<file path="src/rtl/decode_pkg.sv">
// Shared decode constants, control bundle and immediate-format helper for the ID stage.
package decode_pkg;

  // Major opcodes of the supported RV32I subset
  localparam logic [6:0] OP_R      = 7'b0110011;
  localparam logic [6:0] OP_IMM    = 7'b0010011;
  localparam logic [6:0] OP_LOAD   = 7'b0000011;
  localparam logic [6:0] OP_STORE  = 7'b0100011;
  localparam logic [6:0] OP_BRANCH = 7'b1100011;

  localparam logic [2:0] F3_ADD_SUB = 3'b000;
  localparam logic [2:0] F3_SLL     = 3'b001;
  localparam logic [2:0] F3_XOR     = 3'b100;
  localparam logic [2:0] F3_SRL     = 3'b101;
  localparam logic [2:0] F3_OR      = 3'b110;
  localparam logic [2:0] F3_AND     = 3'b111;
  localparam logic [2:0] F3_LW      = 3'b010;
  localparam logic [2:0] F3_SW      = 3'b010;
  localparam logic [2:0] F3_BEQ     = 3'b000;
  localparam logic [2:0] F3_BNE     = 3'b001;

  localparam logic [6:0] F7_BASE = 7'b0000000;
  localparam logic [6:0] F7_ALT  = 7'b0100000;

  localparam logic [3:0] ALU_ADD = 4'd0;
  localparam logic [3:0] ALU_SUB = 4'd1;
  localparam logic [3:0] ALU_AND = 4'd2;
  localparam logic [3:0] ALU_OR  = 4'd3;
  localparam logic [3:0] ALU_XOR = 4'd4;
  localparam logic [3:0] ALU_SLL = 4'd5;
  localparam logic [3:0] ALU_SRL = 4'd6;

  typedef enum logic [1:0] {ImmNone, ImmI, ImmS, ImmB} imm_fmt_e;

  typedef struct packed {
    logic       reg_write;
    logic       mem_read;
    logic       mem_write;
    logic       mem_to_reg;
    logic       alu_src;
    logic       branch;
    logic       branch_ne;
    logic [3:0] alu_op;
  } ctrl_t;

  // Immediate layout implied by the opcode; R-type and unknown opcodes carry no immediate
  function automatic imm_fmt_e imm_fmt(input logic [6:0] opcode);
    imm_fmt_e fmt;
    case (opcode)
      OP_IMM, OP_LOAD: fmt = ImmI;
      OP_STORE:        fmt = ImmS;
      OP_BRANCH:       fmt = ImmB;
      default:         fmt = ImmNone;
    endcase
    return fmt;
  endfunction

endpackage

</file>
<file path="src/rtl/imm_gen.sv">
// Combinational immediate generator: sign-extends the I/S/B immediate selected by opcode.
module imm_gen
  import decode_pkg::*;
#(
  parameter int unsigned XLEN = 32
) (
  input  logic [31:0]     instruction,
  output logic [XLEN-1:0] imm
);

  // rs1/funct3 bits never contribute to any supported immediate
  logic unused_bits;
  assign unused_bits = ^instruction[19:12];

  // Assemble the immediate for the format of this opcode
  always_comb begin
    imm = '0;
    case (imm_fmt(instruction[6:0]))
      ImmI: imm = {{(XLEN-12){instruction[31]}}, instruction[31:20]};
      ImmS: imm = {{(XLEN-12){instruction[31]}}, instruction[31:25], instruction[11:7]};
      ImmB: imm = {{(XLEN-13){instruction[31]}}, instruction[31], instruction[7],
                   instruction[30:25], instruction[11:8], 1'b0};
      default: imm = '0;
    endcase
  end

endmodule

</file>
<file path="src/rtl/instruction_decode_stage.sv">
// IF/ID stage: decodes the fetched RV32I-subset instruction into a registered control bundle,
// detects load-use hazards against the instruction in execute, and handles flush/stall.
module instruction_decode_stage
  import decode_pkg::*;
#(
  parameter int unsigned XLEN       = 32,
  parameter int unsigned REG_ADDR_W = 5
) (
  input  logic                  clk,
  input  logic                  reset_n,
  input  logic                  in_valid,
  input  logic [31:0]           instruction,
  input  logic [XLEN-1:0]       pc,
  input  logic                  stall,
  input  logic                  flush,
  input  logic                  ex_mem_read,
  input  logic [REG_ADDR_W-1:0] ex_rd,
  output logic                  hazard_stall,
  output logic                  out_valid,
  output logic [XLEN-1:0]       pc_out,
  output logic [REG_ADDR_W-1:0] rs1,
  output logic [REG_ADDR_W-1:0] rs2,
  output logic [REG_ADDR_W-1:0] rd,
  output logic [XLEN-1:0]       imm,
  output logic                  reg_write,
  output logic                  mem_read,
  output logic                  mem_write,
  output logic                  mem_to_reg,
  output logic                  alu_src,
  output logic                  branch,
  output logic                  branch_ne,
  output logic [3:0]            alu_op,
  output logic                  illegal
);

  logic [6:0] opcode;
  logic [2:0] funct3;
  logic [6:0] funct7;
  logic [REG_ADDR_W-1:0] rs1_dec, rs2_dec, rd_field, rd_dec;
  logic [XLEN-1:0] imm_dec;
  ctrl_t ctrl_dec;
  logic  illegal_dec, uses_rs1, uses_rs2;

  logic                  valid_d, valid_q;
  logic                  illegal_d, illegal_q;
  ctrl_t                 ctrl_d, ctrl_q;
  logic [XLEN-1:0]       pc_d, pc_q;
  logic [REG_ADDR_W-1:0] rs1_d, rs1_q, rs2_d, rs2_q, rd_d, rd_q;
  logic [XLEN-1:0]       imm_d, imm_q;

  assign opcode   = instruction[6:0];
  assign funct3   = instruction[14:12];
  assign funct7   = instruction[31:25];
  assign rs1_dec  = instruction[15 +: REG_ADDR_W];
  assign rs2_dec  = instruction[20 +: REG_ADDR_W];
  assign rd_field = instruction[7 +: REG_ADDR_W];

  imm_gen #(
    .XLEN(XLEN)
  ) u_imm_gen (
    .instruction(instruction),
    .imm        (imm_dec)
  );

  // Opcode/funct decode into controls; unsupported encodings flag illegal with no controls
  always_comb begin
    ctrl_dec    = '0;
    illegal_dec = 1'b0;
    uses_rs1    = 1'b0;
    uses_rs2    = 1'b0;
    rd_dec      = rd_field;
    case (opcode)
      OP_R: begin
        uses_rs1           = 1'b1;
        uses_rs2           = 1'b1;
        ctrl_dec.reg_write = 1'b1;
        case ({funct7, funct3})
          {F7_BASE, F3_ADD_SUB}: ctrl_dec.alu_op = ALU_ADD;
          {F7_ALT,  F3_ADD_SUB}: ctrl_dec.alu_op = ALU_SUB;
          {F7_BASE, F3_AND}:     ctrl_dec.alu_op = ALU_AND;
          {F7_BASE, F3_OR}:      ctrl_dec.alu_op = ALU_OR;
          {F7_BASE, F3_XOR}:     ctrl_dec.alu_op = ALU_XOR;
          {F7_BASE, F3_SLL}:     ctrl_dec.alu_op = ALU_SLL;
          {F7_BASE, F3_SRL}:     ctrl_dec.alu_op = ALU_SRL;
          default:               illegal_dec     = 1'b1;
        endcase
      end
      OP_IMM: begin
        uses_rs1           = 1'b1;
        ctrl_dec.reg_write = 1'b1;
        ctrl_dec.alu_src   = 1'b1;
        case (funct3)
          F3_ADD_SUB: ctrl_dec.alu_op = ALU_ADD;
          F3_AND:     ctrl_dec.alu_op = ALU_AND;
          F3_OR:      ctrl_dec.alu_op = ALU_OR;
          F3_XOR:     ctrl_dec.alu_op = ALU_XOR;
          default:    illegal_dec     = 1'b1;
        endcase
      end
      OP_LOAD: begin
        uses_rs1 = 1'b1;
        if (funct3 == F3_LW) begin
          ctrl_dec.reg_write  = 1'b1;
          ctrl_dec.mem_read   = 1'b1;
          ctrl_dec.mem_to_reg = 1'b1;
          ctrl_dec.alu_src    = 1'b1;
          ctrl_dec.alu_op     = ALU_ADD;
        end else begin
          illegal_dec = 1'b1;
        end
      end
      OP_STORE: begin
        uses_rs1 = 1'b1;
        uses_rs2 = 1'b1;
        rd_dec   = '0;
        if (funct3 == F3_SW) begin
          ctrl_dec.mem_write = 1'b1;
          ctrl_dec.alu_src   = 1'b1;
          ctrl_dec.alu_op    = ALU_ADD;
        end else begin
          illegal_dec = 1'b1;
        end
      end
      OP_BRANCH: begin
        uses_rs1 = 1'b1;
        uses_rs2 = 1'b1;
        rd_dec   = '0;
        if (funct3 == F3_BEQ || funct3 == F3_BNE) begin
          ctrl_dec.branch    = 1'b1;
          ctrl_dec.branch_ne = funct3[0];
          ctrl_dec.alu_op    = ALU_SUB;
        end else begin
          illegal_dec = 1'b1;
        end
      end
      default: illegal_dec = 1'b1;
    endcase
    if (illegal_dec) begin
      ctrl_dec = '0;
    end
    // x0 is hardwired, so a write to it is dropped here rather than in the register file
    if (rd_dec == '0) begin
      ctrl_dec.reg_write = 1'b0;
    end
  end

  // Load-use hazard: a load in execute targets a source register this instruction reads
  always_comb begin
    hazard_stall = in_valid & ex_mem_read & ~flush & (ex_rd != '0) &
                   (((ex_rd == rs1_dec) & uses_rs1) | ((ex_rd == rs2_dec) & uses_rs2));
  end

  // Next-state selection with priority flush > stall > hazard > normal load
  always_comb begin
    valid_d   = valid_q;
    illegal_d = illegal_q;
    ctrl_d    = ctrl_q;
    pc_d      = pc_q;
    rs1_d     = rs1_q;
    rs2_d     = rs2_q;
    rd_d      = rd_q;
    imm_d     = imm_q;
    if (flush) begin
      valid_d   = 1'b0;
      illegal_d = 1'b0;
      ctrl_d    = '0;
    end else if (stall) begin
      // hold everything
    end else if (hazard_stall) begin
      // fetch re-presents this instruction next cycle, so only a bubble goes out now
      valid_d   = 1'b0;
      illegal_d = 1'b0;
      ctrl_d    = '0;
    end else begin
      valid_d   = in_valid & ~illegal_dec;
      illegal_d = in_valid & illegal_dec;
      ctrl_d    = in_valid ? ctrl_dec : '0;
      pc_d      = pc;
      rs1_d     = rs1_dec;
      rs2_d     = rs2_dec;
      rd_d      = rd_dec;
      imm_d     = imm_dec;
    end
  end

  // ID/EX output registers
  always_ff @(posedge clk or negedge reset_n) begin
    if (!reset_n) begin
      valid_q   <= 1'b0;
      illegal_q <= 1'b0;
      ctrl_q    <= '0;
      pc_q      <= '0;
      rs1_q     <= '0;
      rs2_q     <= '0;
      rd_q      <= '0;
      imm_q     <= '0;
    end else begin
      valid_q   <= valid_d;
      illegal_q <= illegal_d;
      ctrl_q    <= ctrl_d;
      pc_q      <= pc_d;
      rs1_q     <= rs1_d;
      rs2_q     <= rs2_d;
      rd_q      <= rd_d;
      imm_q     <= imm_d;
    end
  end

  assign out_valid  = valid_q;
  assign illegal    = illegal_q;
  assign pc_out     = pc_q;
  assign rs1        = rs1_q;
  assign rs2        = rs2_q;
  assign rd         = rd_q;
  assign imm        = imm_q;
  assign reg_write  = ctrl_q.reg_write;
  assign mem_read   = ctrl_q.mem_read;
  assign mem_write  = ctrl_q.mem_write;
  assign mem_to_reg = ctrl_q.mem_to_reg;
  assign alu_src    = ctrl_q.alu_src;
  assign branch     = ctrl_q.branch;
  assign branch_ne  = ctrl_q.branch_ne;
  assign alu_op     = ctrl_q.alu_op;

endmodule
</file>
<file path="config.mk">
export PLATFORM = sky130hd
export DESIGN_NAME = instruction_decode_stage
export DESIGN_NICKNAME = d
export VERILOG_FILES = /design/src/rtl/decode_pkg.sv /design/src/rtl/imm_gen.sv /design/src/rtl/instruction_decode_stage.sv
export SDC_FILE = /design/constraint.sdc
export NUM_CORES = 1
export LEC_CHECK = 0
export ABC_CLOCK_PERIOD_IN_PS = 1690
export CAP_MARGIN = 20
export CELL_PAD_IN_SITES_DETAIL_PLACEMENT = 1
export CELL_PAD_IN_SITES_GLOBAL_PLACEMENT = 1
export CORE_ASPECT_RATIO = 2
export CORE_UTILIZATION = 28
export DETAILED_ROUTE_END_ITERATION = 8
export GPL_TIMING_DRIVEN = 0
export PLACE_DENSITY_LB_ADDON = 0.25
export SETUP_SLACK_MARGIN = 0.15
export SYNTH_ARGS = -nofsm -noshare
export SYNTH_HDL_FRONTEND = slang
export SYNTH_SLANG_ARGS = --single-unit
export TNS_END_PERCENT = 30
</file>
<file path="constraint.sdc">
create_clock -name clk -period 1.69 [get_ports clk]
set_input_delay 0.338 -clock clk [delete_from_list [all_inputs] [get_ports clk]]
set_output_delay 0.338 -clock clk [all_outputs]
set_load 0.005 [all_outputs]
</file>
==> results of run 1 <==
## area by class of cell
class                   count  area [um2]  share of cell area
repair buffers            194        1890               0.297
multi-input cells         177        1790               0.281
flip-flops and latches     71        1780               0.280
plain buffers              34         335              0.0528
clock buffers               9         225              0.0354
well taps                 150         188              0.0295
clock inverters             7        96.3              0.0152
inverters                  16        60.1             0.00945
## layout by cell type (no fill, tap or decap), drive strengths merged, types with 9 or more instances in the layout
cell type      instances
dlygate4sd2           54
o21ai                 14
mux2i                 12
mux2                  48
buf                   88
nor2                   9
inv                   17
dfrtp                 71
clkdlybuf4s50         41
dlymetal6s2s          24
nand2                 34
clkbuf                23
## logic make-up (layout without fill, tap and decap cells)
group,after synthesis,in the layout,synth area share
AO/OA/AOI/OAI,35,35,0.0703
XOR/XNOR,11,11,0.0264
other,1,1,0.00103
flip-flops,71,71,0.487
buffers and inverters,50,260,0.0881
AND/OR/NAND/NOR,70,70,0.0973
multiplexers,60,60,0.230
## state kept, by name, summed over array words and instances, names as in the netlist, 3 cells and up
| register | flops |
|---|---|
| alu_op | 3 |
| imm | 13 |
| pc_out | 32 |
| rd | 5 |
| rs1 | 5 |
| rs2 | 5 |
## where the power goes
| group | leakage [nW] | switching [mW] | internal, mW |
|---|---|---|---|
| logic | 2.33 | 0.428 | 0.711 |
| registers | 0.883 | 0.0931 | 1.87 |
| clock network | 0.148 | 0.769 | 1.29 |
| total | 3.36 | 1.29 | 3.88 |
## repair_timing
item	CTS	global route
gates resized for setup	217	68
endpoints found under the hold margin	12	0
hold buffers	1	0
endpoints found under the setup margin	139	97
setup buffers	19	2
cloned	1	4
pin swaps	20	19
## layer usage
metal | GRT usage | routed length [um]
met1 | 0.194 | 4350
met2 | 0.365 | 7620
met3 | 0.0352 | 460
met4 | 0.0784 | 421
met5 | 0 | 0
## worst paths after layout
path                         endpoint  slack, ps  depth (start not counted)       startpoint
max                         pc_out[8]       -160                          9  instruction[18]
min                            rs1[3]        250                          2  instruction[18]
max reg2reg                   imm[30]        900                          3          imm[30]
min reg2reg                 out_valid        480                          2        out_valid
max in group asynchronous     imm[30]        710                          3          reset_n
min in group asynchronous  pc_out[29]        390                          2          reset_n
## critical path: stages
cell,delay (ps)
buf_8,100
xor2_2,170
nor4_2,340
a2bb2oi_2,110
buf_4,160
o21ai_4,220
buf_12,170
buf_12,150
mux2_4,310
## through the flow
stage                      util  std cells  power, mW  TNS, ps
final                     0.503        658       5.17    -7660
after detailed placement  0.440        615       3.15   -68660
after global placement    0.438        614       3.11  -229620
after CTS                 0.487        652       5.21    -5340
after floorplan               -        298       2.42    -4680
after global routing      0.503        658       5.40   -11510
==> reports/results.ini, run 1 <==
[detailed_routing]
drt_first_pass_iters = 4
wire_per_inst_um = 19.5
drc = 0
postRouteAntennaNets = 0
drt_iter0_drc = 55
routed_wl_um = 12800
drt-vias-per-instance = 4.73
dr_total_vias = 3115

[floorplan]
core_area_mm2 = 0.0126
die_area_mm2 = 0.0135
start_util = 0.289
row_count = 58
ios = 168
fp.dieH_um = 163
fp.dieW_um = 82.7

[power]
power_leakage_nw = 3.36
irDropWorstVdd_mv = 0.579
powerDensity_mw_per_mm2 = 814

[logic_synthesis]
synth_cell_types = 41
synth_most_common_cell = dfrtp_1
synth_top_cell_area_share = 0.487
ys_top_cells_by_count = dfrtp_1, mux2_4, nand2_1
syn_avg_cell_area_um2 = 12.3
netlist_top_cells_area = dfrtp_1, mux2_4, buf_4, nand2_1, mux2i_1
ys.warnings.count = 0
synthesis.nets = 373
ys.flop_type = dfrtp_1
synth_cells = 298
synth_area_mm2 = 0.00365
yosys.area.top_type = dfrtp_1
synthArstFlopShare = 1.00
ys_ff_latch = 71
ys_seq_area_frac = 0.487
synth-edff-count = 0

[global_routing]
antenna_found_initial = 0
gr-total-overflow = 0
grt_util_all_layers = 0.192
grt_pass1_wl_um = 18700
grt_pass1_vias = 3363
grt_max_degree = 60

[clocking]
clock-sinks = 71
clk_pin_slew_worst_paths_ps = 60
htree_levels = 3
cts_root_buf = clkbuf_16
max-clock-path-buffers = 2
cts_inserted_buffers = 9
cts_tree = yes
clkLatencyLatePin_ps = 330

[finish]
area_growth_pct = 74.1
nets = 578
fin_area_mm2 = 0.00636
nFillCells = 1336
antenna_cells = 0
final_layout_size_suffix_gt1_frac = 0.394

[placed_design]
place.gp.congestion = 0.873
port-buffer-count = 166
place_area_mm2 = 0.00556
dpl.hpwl_um = 9220
post-place-ws_ps = -1120

[sta]
post-route-period-util = 1.09
finalHoldViolCount = 0
clock_skew_ps = 0
fin_hold_ws_ps = 246
setup_viol = 61
period_needed_ps = 1850
maxSlewViolCount = 0
fmax_mhz = 541
finalWorstSetupSlack_ps = -159
rsz0062_at_grt = yes

[worst_hold_path]
hp-class = in2reg

[worst_setup_path]
critPathCaptureType = flip-flop
startpoint_type = primary input
required_ps = 1910
crit_type = in2reg
cp_max_fo = 10
arrival_ps = 2070

[job]
maxCapViolations = 0

[status]
violations = setup timing
status = complete, but fails checks

No activity file was read; power rests on OpenSTA's default activity.
==> inputs of run 2 (changes only) <==
--- a/config.mk
+++ b/config.mk
@@ -14,6 +14,7 @@
 export DETAILED_ROUTE_END_ITERATION = 8
 export GPL_TIMING_DRIVEN = 0
 export PLACE_DENSITY_LB_ADDON = 0.25
+export RECOVER_POWER = 100
 export SETUP_SLACK_MARGIN = 0.15
 export SYNTH_ARGS = -nofsm -noshare
 export SYNTH_HDL_FRONTEND = slang
==> run 2 against run 1 <==
Compared with the run above: utilization shrank 0.85 points; first-iteration DRC count grew 13%; sequential power barely moved; flip-flop and latch count did not move; setup slack about the same; the run still ends with setup timing left; combinational power is essentially flat; maximum frequency about the same; register-to-register slack lost 60 ps; sequential share of layout area rose by 0.48 points; clock skew stayed put; clock-buffer cell count unchanged.
==> reports/results.ini, run 2 (same netlist as run 1, synthesis figures left out) <==
[global_routing]
grt_pass1_wl_um = 18700
gr-total-overflow = 0
grt_max_degree = 60
antenna_found_initial = 0
grt_util_all_layers = 0.192
grt_pass1_vias = 3363

[finish]
largest_register_ffs = 32
antenna_cells = 0
final_layout_size_suffix_gt1_frac = 0.388
final_cell_mix = dfrtp_1, dlygate4sd2_1, mux2_4
fin_area_mm2 = 0.00625
fin_cells = 658
nets = 578
area_growth_pct = 71.1
final_common_cell = dfrtp_1

[worst_setup_path]
arrival_ps = 2070
r2r_cells = 3
required_ps = 1910
cp_max_fo = 10
r2r_slack_ps = 840
worstReg2RegStart = imm[30]
crit_type = in2reg
startpoint_type = primary input
worstReg2RegEnd = imm[30]
critPathCaptureType = flip-flop

[detailed_routing]
drt_first_pass_iters = 4
dr_total_vias = 3108
drt-vias-per-instance = 4.72
drt_iter0_drc = 62
drc = 0
wire_per_inst_um = 19.5
routed_wl_um = 12800
postRouteAntennaNets = 0

[job]
maxCapViolations = 0

[power]
power_leakage_nw = 3.03
powerDensity_mw_per_mm2 = 826
irDropWorstVdd_mv = 0.580

[placed_design]
port-buffer-count = 166
place.gp.congestion = 0.873
dpl.hpwl_um = 9220
dp.cells = 615
place_area_mm2 = 0.00556

[sta]
clock_skew_ps = 0
maxSlewHeadroom = 0.525
worst_pin_slew_ps = 713
fmax_mhz = 541
period_needed_ps = 1850
post-route-period-util = 1.09
maxSlewViolCount = 0
finalHoldViolCount = 0
finalWorstSetupSlack_ps = -159
setup_tns_ps = -7690
rsz0062_at_grt = yes
setup_viol = 62

[clocking]
htree_levels = 3
cts_root_buf = clkbuf_16
clk_pin_slew_worst_paths_ps = 60
clkLatencyLatePin_ps = 330
max-clock-path-buffers = 2
cts_inserted_buffers = 9
clock-sinks = 71
cts_tree = yes

[status]
violations = setup timing
status = complete, but fails checks

[floorplan]
core_area_mm2 = 0.0126
fp.dieW_um = 82.7
ios = 168
fp.dieH_um = 163
start_util = 0.289
row_count = 58
die_area_mm2 = 0.0135

[worst_hold_path]
hold_path_end = rs1[3]
hp-class = in2reg
min_from = instruction[18]
whs_path_depth = 2

[run 2: final cells by class]
type                            instances  area (um2)
Clock inverter                          7        96.3
Clock buffer                            9         225
Tap cell                              150         188
Sequential cell                        71        1780
Fill cell                            1351        6380
Inverter                               16        60.1
Multi-Input combinational cell        177        1780
Buffer                                 34         335
Timing Repair Buffer                  194        1790
[run 2: report_power, final]
| part | total [mW] | switching, mW | internal (mW) |
|---|---|---|---|
| logic | 1.13 | 0.424 | 0.702 |
| registers | 1.97 | 0.0960 | 1.87 |
| clock network | 2.07 | 0.771 | 1.29 |
[run 2: through the flow]
step                      worst slack [ps]  power, mW  hold WS (ps)   util
final                                 -159       5.16           246  0.495
after global routing                  -219       5.39           236  0.495
after CTS                             -124       5.21           266  0.487
after detailed placement             -1120       3.15           203  0.440
after global placement               -2300       3.11           472  0.438
after floorplan                      -97.6       2.42          42.4      -
[run 2: repair_timing]
action / CTS / global route
endpoints found under the setup margin: 139 / 97
buffers inserted: 19 / 2
hold buffers: 1 / 0
gates cloned: 1 / 4
pin swaps: 20 / 19
gates resized for setup: 217 / 68
hold endpoints to repair: 12 / 0
[run 2: worst max path at each step]
stage                          startpoint           end  slack [ps]  cells after the start
after floorplan                  ex_rd[1]        imm[0]        -100                      5
after global placement            reset_n     pc_out[3]       -2300                      1
after detailed placement         ex_rd[2]  hazard_stall       -1120                      7
after CTS                        ex_rd[4]  hazard_stall        -120                      6
after global routing      instruction[18]        imm[1]        -220                      9
final                     instruction[18]     pc_out[8]        -160                      9
[run 2: critical path, cell delays in order]
cell and delay (ps):
buf_8 100, xor2_2 170, nor4_2 340, a2bb2oi_2 110, buf_4 160, o21ai_4 220, buf_12 170, buf_12 150
mux2_4 310
[run 2: routing by layer]
metal	wire length, um	GRT usage
met2	7610	0.365
met3	499	0.0352
met5	0	0
met4	423	0.0784
met1	4280	0.194
==> inputs of run 3 (changes only) <==
--- a/config.mk
+++ b/config.mk
@@ -5,12 +5,12 @@
 export SDC_FILE = /design/constraint.sdc
 export NUM_CORES = 1
 export LEC_CHECK = 0
-export ABC_CLOCK_PERIOD_IN_PS = 1690
+export ABC_CLOCK_PERIOD_IN_PS = 2100
 export CAP_MARGIN = 20
 export CELL_PAD_IN_SITES_DETAIL_PLACEMENT = 1
 export CELL_PAD_IN_SITES_GLOBAL_PLACEMENT = 1
 export CORE_ASPECT_RATIO = 2
-export CORE_UTILIZATION = 28
+export CORE_UTILIZATION = 32
 export DETAILED_ROUTE_END_ITERATION = 8
 export GPL_TIMING_DRIVEN = 0
 export PLACE_DENSITY_LB_ADDON = 0.25
==> constraint.sdc (replaced) <==
create_clock -name clk -period 2.1 [get_ports clk]
set_input_delay 0.42 -clock clk [delete_from_list [all_inputs] [get_ports clk]]
set_output_delay 0.42 -clock clk [all_outputs]
set_load 0.005 [all_outputs]
==> run 3 against run 2 <==
Compared with the run above: the flow now finishes without violations; sequential share of layout area rose by 0.90 points; clock skew unchanged; wire length fell by 9.5%; clock-buffer cell count grew 1.
==> reports/results.ini, run 3 (same netlist as run 1, synthesis figures left out) <==
[status]
status = finished clean

[sta]
maxSlewViolCount = 0
period_needed_ps = 2040
fin_hold_ws_ps = 211
finalHoldViolCount = 0
setup_viol = 0
maxSlewHeadroom = 0.383
fmax_mhz = 491
clock_skew_ps = 0
worst_pin_slew_ps = 926
post-route-period-util = 0.969
rsz0062_at_grt = yes
setup_tns_ps = 0
finalWorstSetupSlack_ps = 64.1

[placed_design]
port-buffer-count = 166
place.gp.congestion = 0.777
place_area_mm2 = 0.00549
dpl.hpwl_um = 8400
post-place-ws_ps = -978

[finish]
nets = 561
final_layout_size_suffix_gt1_frac = 0.318
final_cell_mix = dlygate4sd3_1, dfrtp_1, clkdlybuf4s50_1
antenna_cells = 0
area_growth_pct = 66.1
largest_register_ffs = 32
fin_area_mm2 = 0.00606
nFillCells = 1156
final_common_cell = dlygate4sd3_1

[floorplan]
core_area_mm2 = 0.0110
row_count = 54
fp.dieH_um = 153
fp.dieW_um = 77.5
start_util = 0.332
ios = 168
die_area_mm2 = 0.0119

[worst_setup_path]
startpoint_type = primary input
cp_slowest_stage_delay_ps = 550
crit_start = ex_rd[3]
critPathCaptureType = output pin
arrival_ps = 1620
crit_buf_inv = 3
crit_type = in2out
cp_max_fo = 3
required_ps = 1680
cp_cell_sequence = buf_8, or4_4, o2111ai_4, or2_4, inv_2, buf_2
slowest_stage = or4_4
worstReg2RegStart = imm[30]
path_delay_family = simple AND/OR/NAND/NOR gates

[global_routing]
grt_pass1_vias = 3320
grt_util_all_layers = 0.207
grt_pass1_wl_um = 18400
gr-total-overflow = 0
antenna_found_initial = 0
grt_max_degree = 72

[detailed_routing]
dr_total_vias = 2996
top_layer_used = met4
drt_first_pass_iters = 4
wl_met3_um = 467
wire_per_inst_um = 18.4
postRouteAntennaNets = 0
met2_length_um = 6580
drt_iter0_drc = 67
drc = 0
drt-vias-per-instance = 4.75
routed_wl_um = 11600
wl_met1_um = 4210

[clocking]
htree_levels = 3
clock-sinks = 71
max-clock-path-buffers = 2
cts_inserted_buffers = 9
cts_hold_buf = 0
clk_pin_slew_worst_paths_ps = 60
cts_tree = yes
clkLatencyLatePin_ps = 330
cts_root_buf = clkbuf_16

[power]
irDropWorstVdd_mv = 0.558
power_leakage_nw = 2.88
powerDensity_mw_per_mm2 = 684

[job]
maxCapViolations = 0

[worst_hold_path]
hp-class = in2async

## run 3: cell types whose count changed in the layout (fill, tap and decap cells not counted), moves of 3 or more
cell,change
o21ai_1,-3
buf_4,-3
buf_2,-5
clkbuf_4,-18
clkdlybuf4s25_1,-24
dlygate4sd2_1,-46
clkdlybuf4s50_1,+24
buf_12,-6
clkbuf_16,-4
dlygate4sd3_1,+70
nor2_4,-3
clkdlybuf4s15_1,-3
o21ai_0,+5
## run 3: what timing repair did
item	4_1_cts	5_1_grt
buffers inserted	8	2
endpoints found under the setup margin	92	86
pin swaps	11	17
gates resized for setup	82	54
gates cloned	1	0
## run 3: worst paths after layout
| check | slack, ps | cells after the start | to |
|---|---|---|---|
| min in group clk | 320 | 2 | rs1[3] |
| max in group asynchronous | 1180 | 1 | imm[30] |
| setup / recovery | 60 | 6 | hazard_stall |
| hold / removal | 210 | 1 | pc_out[18] |
| setup reg to reg | 1240 | 2 | imm[30] |
| hold reg to reg | 490 | 2 | alu_op[1] |
## run 3: routing by layer
| layer | track usage | vias up |
|---|---|---|
| met5 | 0 | - |
| met4 | 0.0943 | 0 |
| met3 | 0.0358 | 19 |
| met2 | 0.385 | 108 |
| met1 | 0.220 | 1483 |
| li1 | - | 1386 |
## run 3: final cells by class
class                           instances  area [um2]  area share
Sequential cell                        71        1780       0.294
Multi-Input combinational cell        177        1750       0.288
Timing Repair Buffer                  177        1700       0.280
Buffer                                 34         273      0.0450
Clock buffer                           10         239      0.0394
Tap cell                              140         175      0.0289
Clock inverter                          6        92.6      0.0153
Inverter                               16        60.1     0.00990
## run 3: where the power goes
| part | internal, mW | total [mW] | switching, mW |
|---|---|---|---|
| sequential | 1.51 | 1.58 | 0.0739 |
| combinational | 0.557 | 0.878 | 0.321 |
| clock | 1.08 | 1.69 | 0.609 |
| total | 3.14 | 4.15 | 1.00 |
## run 3: stage by stage
stage	utilization	total power [mW]	cells
3_5_place_dp	0.498	2.51	604
4_1_cts	0.541	4.24	629
3_3_place_gp	0.498	2.49	604
5_1_grt	0.551	4.32	631
2_1_floorplan	-	1.95	298
6_report	0.551	4.15	631
